**src/rtl/lsu_pkg.sv**
```systemverilog
// Shared types and encodings for the load/store unit.
package lsu_pkg;

    typedef enum logic [1:0] {
        IDLE   = 2'b00,
        REQ    = 2'b01,
        WAIT_R = 2'b10,
        DONE   = 2'b11
    } lsu_state_e;

    localparam logic [1:0] MEM_NONE = 2'b00;
    localparam logic [1:0] MEM_SB   = 2'b01;
    localparam logic [1:0] MEM_SH   = 2'b10;
    localparam logic [1:0] MEM_SW   = 2'b11;

    localparam logic [1:0] LD_BYTE = 2'b00;
    localparam logic [1:0] LD_HALF = 2'b01;
    localparam logic [1:0] LD_WORD = 2'b10;

    // Byte enables for a store of the given size at the given byte lane.
    function automatic logic [3:0] store_be(input logic [1:0] size, input logic [1:0] lane);
        logic [3:0] be;
        be = 4'b1111;
        case (size)
            MEM_SB:  be = 4'b0001 << lane;
            MEM_SH:  be = 4'b0011 << {lane[1], 1'b0};
            default: be = 4'b1111;
        endcase
        return be;
    endfunction

endpackage

```
**src/rtl/load_store_unit_if.sv**
```systemverilog
// Data memory bus: single-outstanding request/grant/response.
interface load_store_unit_if;
    logic        req;
    logic        we;
    logic [31:0] addr;
    logic [3:0]  be;
    logic [31:0] wdata;
    logic        gnt;
    logic        rvalid;
    logic [31:0] rdata;

    modport master (output req, we, addr, be, wdata, input gnt, rvalid, rdata);
    modport slave  (input req, we, addr, be, wdata, output gnt, rvalid, rdata);
endinterface

```
**src/rtl/load_store_unit_load_align.sv**
```systemverilog
// Load lane selection and sign/zero extension of a 32-bit bus word.
module load_align
    import lsu_pkg::*;
(
    input  logic [31:0] rdata,
    input  logic [1:0]  lane,
    input  logic [2:0]  funct3,
    output logic [31:0] result
);

    logic [7:0]  lane_bytes [4];
    logic [7:0]  sel_byte;
    logic [15:0] sel_half;
    logic        sign_ext;

    generate
        for (genvar gi = 0; gi < 4; gi++) begin : g_lane
            assign lane_bytes[gi] = rdata[8*gi +: 8];
        end
    endgenerate

    assign sel_byte = lane_bytes[lane];
    assign sel_half = lane[1] ? rdata[31:16] : rdata[15:0];
    assign sign_ext = ~funct3[2];

    always_comb begin
        result = rdata;
        if (funct3[1:0] == LD_BYTE) begin
            result = {{24{sel_byte[7] & sign_ext}}, sel_byte};
        end else if (funct3[1:0] == LD_HALF) begin
            result = {{16{sel_half[15] & sign_ext}}, sel_half};
        end
    end

endmodule

```
**src/rtl/load_store_unit.sv**
```systemverilog
// Memory-stage load/store executor: one outstanding bus access, pipeline stall while in flight.
module load_store_unit
    import lsu_pkg::*;
(
    input  logic               clk_i,
    input  logic               rst_ni,
    input  logic               req_valid_i,
    input  logic [1:0]         data_mem_we_i,
    input  logic               mem_to_reg_i,
    input  logic [2:0]         funct3_i,
    input  logic [31:0]        addr_i,
    input  logic [31:0]        wdata_i,
    output logic               stall_o,
    output logic               done_o,
    output logic [31:0]        rdata_o,
    output logic               misaligned_o,
    load_store_unit_if.master  mem
);

    lsu_state_e  state_reg, state_next;
    logic        we_reg;
    logic [31:0] addr_reg;
    logic [3:0]  be_reg;
    logic [31:0] wdata_reg;
    logic [1:0]  lane_reg;
    logic [2:0]  funct3_reg;
    logic [31:0] rdata_reg;

    logic        is_store, is_load, access, is_half, is_word, misaligned, accept;
    logic [31:0] wdata_next;
    logic [31:0] aligned_rdata;

    // Store takes priority when the decoder flags both.
    assign is_store = (data_mem_we_i != MEM_NONE);
    assign is_load  = ~is_store & mem_to_reg_i;
    assign access   = is_store | is_load;
    assign is_half  = is_store ? (data_mem_we_i == MEM_SH) : (funct3_i[1:0] == LD_HALF);
    assign is_word  = is_store ? (data_mem_we_i == MEM_SW) : funct3_i[1];

    assign misaligned = (is_half & addr_i[0]) | (is_word & (addr_i[1:0] != 2'b00));
    assign accept     = (state_reg == IDLE) & req_valid_i & access & ~misaligned;

    always_comb begin
        wdata_next = 32'h0;
        case (data_mem_we_i)
            MEM_SB:  wdata_next = {4{wdata_i[7:0]}};
            MEM_SH:  wdata_next = {2{wdata_i[15:0]}};
            MEM_SW:  wdata_next = wdata_i;
            default: wdata_next = 32'h0;
        endcase
    end

    load_align u_load_align (
        .rdata  (mem.rdata),
        .lane   (lane_reg),
        .funct3 (funct3_reg),
        .result (aligned_rdata)
    );

    always_ff @(posedge clk_i) begin
        if (!rst_ni) begin
            state_reg <= IDLE;
        end else begin
            state_reg <= state_next;
        end
    end

    always_comb begin
        state_next = state_reg;
        case (state_reg)
            IDLE:    if (accept) state_next = REQ;
            REQ:     if (mem.gnt) state_next = we_reg ? DONE : WAIT_R;
            WAIT_R:  if (mem.rvalid) state_next = DONE;
            DONE:    state_next = IDLE;
            default: state_next = IDLE;
        endcase
    end

    // Bus fields are captured once at accept and held stable until the next accept.
    always_ff @(posedge clk_i) begin
        if (!rst_ni) begin
            we_reg     <= 1'b0;
            addr_reg   <= 32'h0;
            be_reg     <= 4'h0;
            wdata_reg  <= 32'h0;
            lane_reg   <= 2'b00;
            funct3_reg <= 3'b000;
            rdata_reg  <= 32'h0;
        end else begin
            if (accept) begin
                we_reg     <= is_store;
                addr_reg   <= {addr_i[31:2], 2'b00};
                be_reg     <= is_store ? store_be(data_mem_we_i, addr_i[1:0]) : 4'b1111;
                wdata_reg  <= wdata_next;
                lane_reg   <= addr_i[1:0];
                funct3_reg <= funct3_i;
            end
            if ((state_reg == WAIT_R) && mem.rvalid) begin
                rdata_reg <= aligned_rdata;
            end
        end
    end

    assign mem.req   = (state_reg == REQ);
    assign mem.we    = we_reg;
    assign mem.addr  = addr_reg;
    assign mem.be    = be_reg;
    assign mem.wdata = wdata_reg;

    assign done_o       = (state_reg == DONE);
    assign rdata_o      = rdata_reg;
    assign stall_o      = rst_ni & (accept | (state_reg == REQ) | (state_reg == WAIT_R));
    assign misaligned_o = rst_ni & (state_reg == IDLE) & req_valid_i & access & misaligned;

endmodule

```
**src/flat_wrapper.sv**
```systemverilog
// flat-port wrapper written by rule: the top's interface ports become plain ports
module load_store_unit_flat import lsu_pkg::*;
  (clk_i, rst_ni, req_valid_i, data_mem_we_i, mem_to_reg_i, funct3_i, addr_i, wdata_i, stall_o, done_o, rdata_o, misaligned_o, mem_req, mem_we, mem_addr, mem_be, mem_wdata, mem_gnt, mem_rvalid, mem_rdata);
  load_store_unit_if mem_i ();
  input  logic clk_i;
  input  logic rst_ni;
  input  logic req_valid_i;
  input  logic [1:0] data_mem_we_i;
  input  logic mem_to_reg_i;
  input  logic [2:0] funct3_i;
  input  logic [31:0] addr_i;
  input  logic [31:0] wdata_i;
  output logic stall_o;
  output logic done_o;
  output logic [31:0] rdata_o;
  output logic misaligned_o;
  output wire logic [$bits(mem_i.req)-1:0] mem_req;
  output wire logic [$bits(mem_i.we)-1:0] mem_we;
  output wire logic [$bits(mem_i.addr)-1:0] mem_addr;
  output wire logic [$bits(mem_i.be)-1:0] mem_be;
  output wire logic [$bits(mem_i.wdata)-1:0] mem_wdata;
  input wire logic [$bits(mem_i.gnt)-1:0] mem_gnt;
  input wire logic [$bits(mem_i.rvalid)-1:0] mem_rvalid;
  input wire logic [$bits(mem_i.rdata)-1:0] mem_rdata;
  assign mem_req = mem_i.req;
  assign mem_we = mem_i.we;
  assign mem_addr = mem_i.addr;
  assign mem_be = mem_i.be;
  assign mem_wdata = mem_i.wdata;
  assign mem_i.gnt = mem_gnt;
  assign mem_i.rvalid = mem_rvalid;
  assign mem_i.rdata = mem_rdata;
  load_store_unit u_core (.clk_i(clk_i), .rst_ni(rst_ni), .req_valid_i(req_valid_i), .data_mem_we_i(data_mem_we_i), .mem_to_reg_i(mem_to_reg_i), .funct3_i(funct3_i), .addr_i(addr_i), .wdata_i(wdata_i), .stall_o(stall_o), .done_o(done_o), .rdata_o(rdata_o), .misaligned_o(misaligned_o), .mem(mem_i));
endmodule
```
**config.mk**
```make
export PLATFORM = sky130hd
export DESIGN_NAME = load_store_unit_flat
export DESIGN_NICKNAME = d
export VERILOG_FILES = /design/src/rtl/lsu_pkg.sv /design/src/rtl/load_store_unit_if.sv /design/src/rtl/load_store_unit_load_align.sv /design/src/rtl/load_store_unit.sv /design/src/flat_wrapper.sv
export SDC_FILE = /design/constraint.sdc
export NUM_CORES = 1
export LEC_CHECK = 0
export CORE_MARGIN = 1.5
export CORE_UTILIZATION = 43
export DETAILED_ROUTE_END_ITERATION = 12
export GPL_ROUTABILITY_DRIVEN = 1
export PLACE_DENSITY = 0.91
export SLEW_MARGIN = 20
export SYNTH_ARGS = -nofsm -noshare
export SYNTH_HDL_FRONTEND = slang
export SYNTH_SLANG_ARGS = --single-unit
```
**constraint.sdc**
```tcl
create_clock -name clk_i -period 2.5 [get_ports clk_i]
set_input_delay 0.5 -clock clk_i [delete_from_list [all_inputs] [get_ports clk_i]]
set_output_delay 0.5 -clock clk_i [all_outputs]
set_load 0.03 [all_outputs]
```
==> results.py <==
metrics = {
    "floorplan": {
        "fp.dieW_um": 112,
        "die_h_um": 112,
        "ios": 212,
        "coreArea_sq_mm": 0.0115,
        "rows": 39,
        "die_area_sq_mm": 0.0125,
        "start_util": 0.443,
    },
    "hold_path": {
        "min-delay-start": "u_core.rdata_o[0]$_SDFFE_PN0P_",
        "holdPathEnd": "u_core.rdata_o[0]$_SDFFE_PN0P_",
        "min_path_type": "flop to flop",
        "hold-path-cell-count": 2,
    },
    "status": {
        "outcome": "complete, no violations",
    },
    "pwr": {
        "ir_drop_v": 0.000544,
        "switching_share": 0.366,
        "p_clk_frac": 0.253,
        "p_int_w": 0.00378,
        "switching_power_w": 0.00218,
        "p_seq_frac": 0.346,
        "power.leakage_nw": 2.96,
        "power_density_mw_per_mm2": 760,
        "p_comb_frac": 0.401,
    },
    "detailed_routing": {
        "routedWlPerCell_um": 19.2,
        "antenna_left": 0,
        "drc": 0,
        "vias_per_cell": 5.95,
        "drt-pass1-iter-count": 5,
        "wirelength_um": 18200,
        "via_count": 5619,
        "first_iter_violations": 467,
    },
    "layout": {
        "area_delta_synth_final_pct": 54.0,
        "diodes": 0,
        "final_cells": 945,
        "drive_gt1_frac": 0.115,
        "final_nets": 914,
        "final_cell_mix": "clkdlybuf4s50_1, dfxtp_1, o21ai_0, a21oi_1, nand3_1",
        "mostFrequentLayoutCell": "clkdlybuf4s50_1",
    },
    "placement": {
        "routabilityCongestion": 0.867,
        "hpwl_um": 12800,
        "placed_cells": 929,
        "portBuffers": 209,
    },
    "timing": {
        "drv_slew": 0,
        "slew_headroom": 0.458,
        "skew_ns": 0.00582,
        "period_share": 0.970,
        "min_period_ns": 2.43,
        "tightest_slew_ns": 0.812,
        "finalHoldViolations": 0,
        "rsz0062_at_grt": "false",
        "setup_viol": 0,
        "holdWs_ns": 0.473,
        "fmax_mhz": 412,
    },
    "synth": {
        "ys_types": 40,
        "yosysSeqAreaShare": 0.417,
        "yosys_warnings": 0,
        "synthCells": 597,
        "synth-seq-cells": 106,
        "syn_area_per_cell_sq_um": 8.52,
        "synth_area_sq_mm": 0.00508,
    },
    "clocking": {
        "postCtsSetupRepairBufs": 0,
        "clockBufferDepth": 2,
        "cts_inserted_buffers": 9,
        "cts.clk_slew.worst_paths_ns": 0.07,
        "clk_latency_ns": 0.35,
        "cts_max_level": 3,
        "holdBufCountCts": 0,
        "cts-resized-gates": 12,
        "cts.root.buffer_cell": "clkbuf_16",
        "clock_sink_count": 106,
        "cts_tree": "done",
    },
    "worst_setup_path": {
        "reg2reg_depth": 5,
        "path_class": "input port to output port",
        "slowest_delay_ns": 0.49,
        "slowest_stage": "clkdlybuf4s50_1",
        "worstPathRequired_ns": 2.00,
        "crit_arrival_ns": 1.93,
        "cp-end-kind": "output port",
        "path_cells": "clkdlybuf4s50_1 -> nand4b_1 -> o211ai_4 -> nor2_4 -> o31a_1 -> buf_6",
        "timing.rr.start": "u_core.lane_reg[1]$_SDFFE_PN0P_",
        "critPathBufInv": 2,
        "reg2reg_slack_ns": 0.64,
        "worst_setup_path_start_kind": "input port",
        "crit_fanout": 3,
        "reg2reg_to": "u_core.rdata_o[14]$_SDFFE_PN0P_",
        "crit_family": "buffers and inverters",
    },
    "global_route": {
        "grt_pass1_wl_um": 28200,
        "antenna_found_initial": 0,
        "grt_usage": 0.284,
        "first_global_vias": 5387,
        "grt_max_degree": 72,
        "overflow": 0,
    },
    "job": {
        "maxCapViolCount": 0,
    },
}
[layout make-up]
| class | count | area [sq um] |
|---|---|---|
| clock inverter | 6 | 72.6 |
| tap | 143 | 179 |
| multi-input combinational | 421 | 2700 |
| fill | 836 | 3640 |
| timing repair buffer | 248 | 2480 |
| sequential | 106 | 2120 |
| inverter | 11 | 41.3 |
| clock buffer | 10 | 239 |
[stage by stage]
| stage | utilization | setup slack [ns] | power, W | TNS (ns) | area, sq um |
|---|---|---|---|---|---|
| 2_1_floorplan | - | 0.142 | 0.00338 | 0 | 5090 |
| 3_3_place_gp | 0.653 | -0.152 | 0.00438 | -2.53 | 7480 |
| 3_5_place_dp | 0.653 | -0.260 | 0.00443 | -6.39 | 7480 |
| 4_1_cts | 0.683 | 0.0643 | 0.00595 | 0 | 7830 |
| 5_1_grt | 0.683 | 0.0179 | 0.00620 | 0 | 7830 |
| 6_report | 0.683 | 0.0745 | 0.00595 | 0 | 7830 |
[power groups by stage]
| stage | clock [W] | sequential (W) | combinational [W] |
|---|---|---|---|
| after floorplan | 0 | 0.00247 | 0.000912 |
| after global placement | 0 | 0.00208 | 0.00229 |
| after detailed placement | 0 | 0.00210 | 0.00233 |
| after CTS | 0.00153 | 0.00206 | 0.00237 |
| after global routing | 0.00159 | 0.00209 | 0.00253 |
| final | 0.00150 | 0.00206 | 0.00238 |
[synth_stat cells, drive strengths merged]
cell type	number	area share
a2111oi	1	0.0017
a211oi	11	0.016
a21o	1	0.0015
a21oi	100	0.10
a221oi	1	0.0017
a222oi	1	0.0020
a22oi	17	0.025
a31o	1	0.0017
and2	1	0.0012
buf	30	0.034
clkbuf	30	0.022
conb	1	0.00074
dfxtp	106	0.42
ha	10	0.025
inv	11	0.0081
mux2	8	0.018
mux2i	18	0.035
mux4	9	0.040
nand2	38	0.028
nand3	52	0.051
nand3b	2	0.0037
nand4	15	0.018
nand4b	1	0.0017
nor2	9	0.0071
nor2b	1	0.0012
nor3	4	0.0039
o211a	11	0.022
o211ai	2	0.0049
o21ai	101	0.099
o22ai	1	0.0012
o31a	1	0.0017
or4	2	0.0030
[worst min-delay path, cell delays in order (launching register included)]
cell and delay (ns):
dfxtp_1 0.31, nand3_1 0.05, o21ai_0 0.06
[metal layers]
layer  routed length (um)  track usage  share of wire  up-vias
met4                  569        0.121          0.031        0
met3                 1820       0.0871           0.10       46
met1                 7010        0.333           0.39     2645
met2                 8760        0.480           0.48      336
li1                     -            -              -     2592
met5                    0            0              0        -
[kinds of logic after synthesis]
family,share of synthesized area
AND/OR/NAND/NOR,0.120
adder cells (fa/ha/maj),0.0246
multiplexers,0.0930
flip-flops,0.417
AO/OA/AOI/OAI,0.280
buffers and inverters,0.0642
other,0.000738
[how the worst max path moves through the flow]
stage,from,endpoint,slack [ns],cells after the start
final,funct3_i[1],stall_o,0.07,6
after global placement,data_mem_we_i[0],stall_o,-0.15,8
after floorplan,data_mem_we_i[0],misaligned_o,0.14,7
after global routing,funct3_i[1],stall_o,0.02,6
after detailed placement,data_mem_we_i[0],stall_o,-0.26,8
after CTS,funct3_i[1],stall_o,0.06,6
Note: power is estimated with default switching activity, not from simulation.
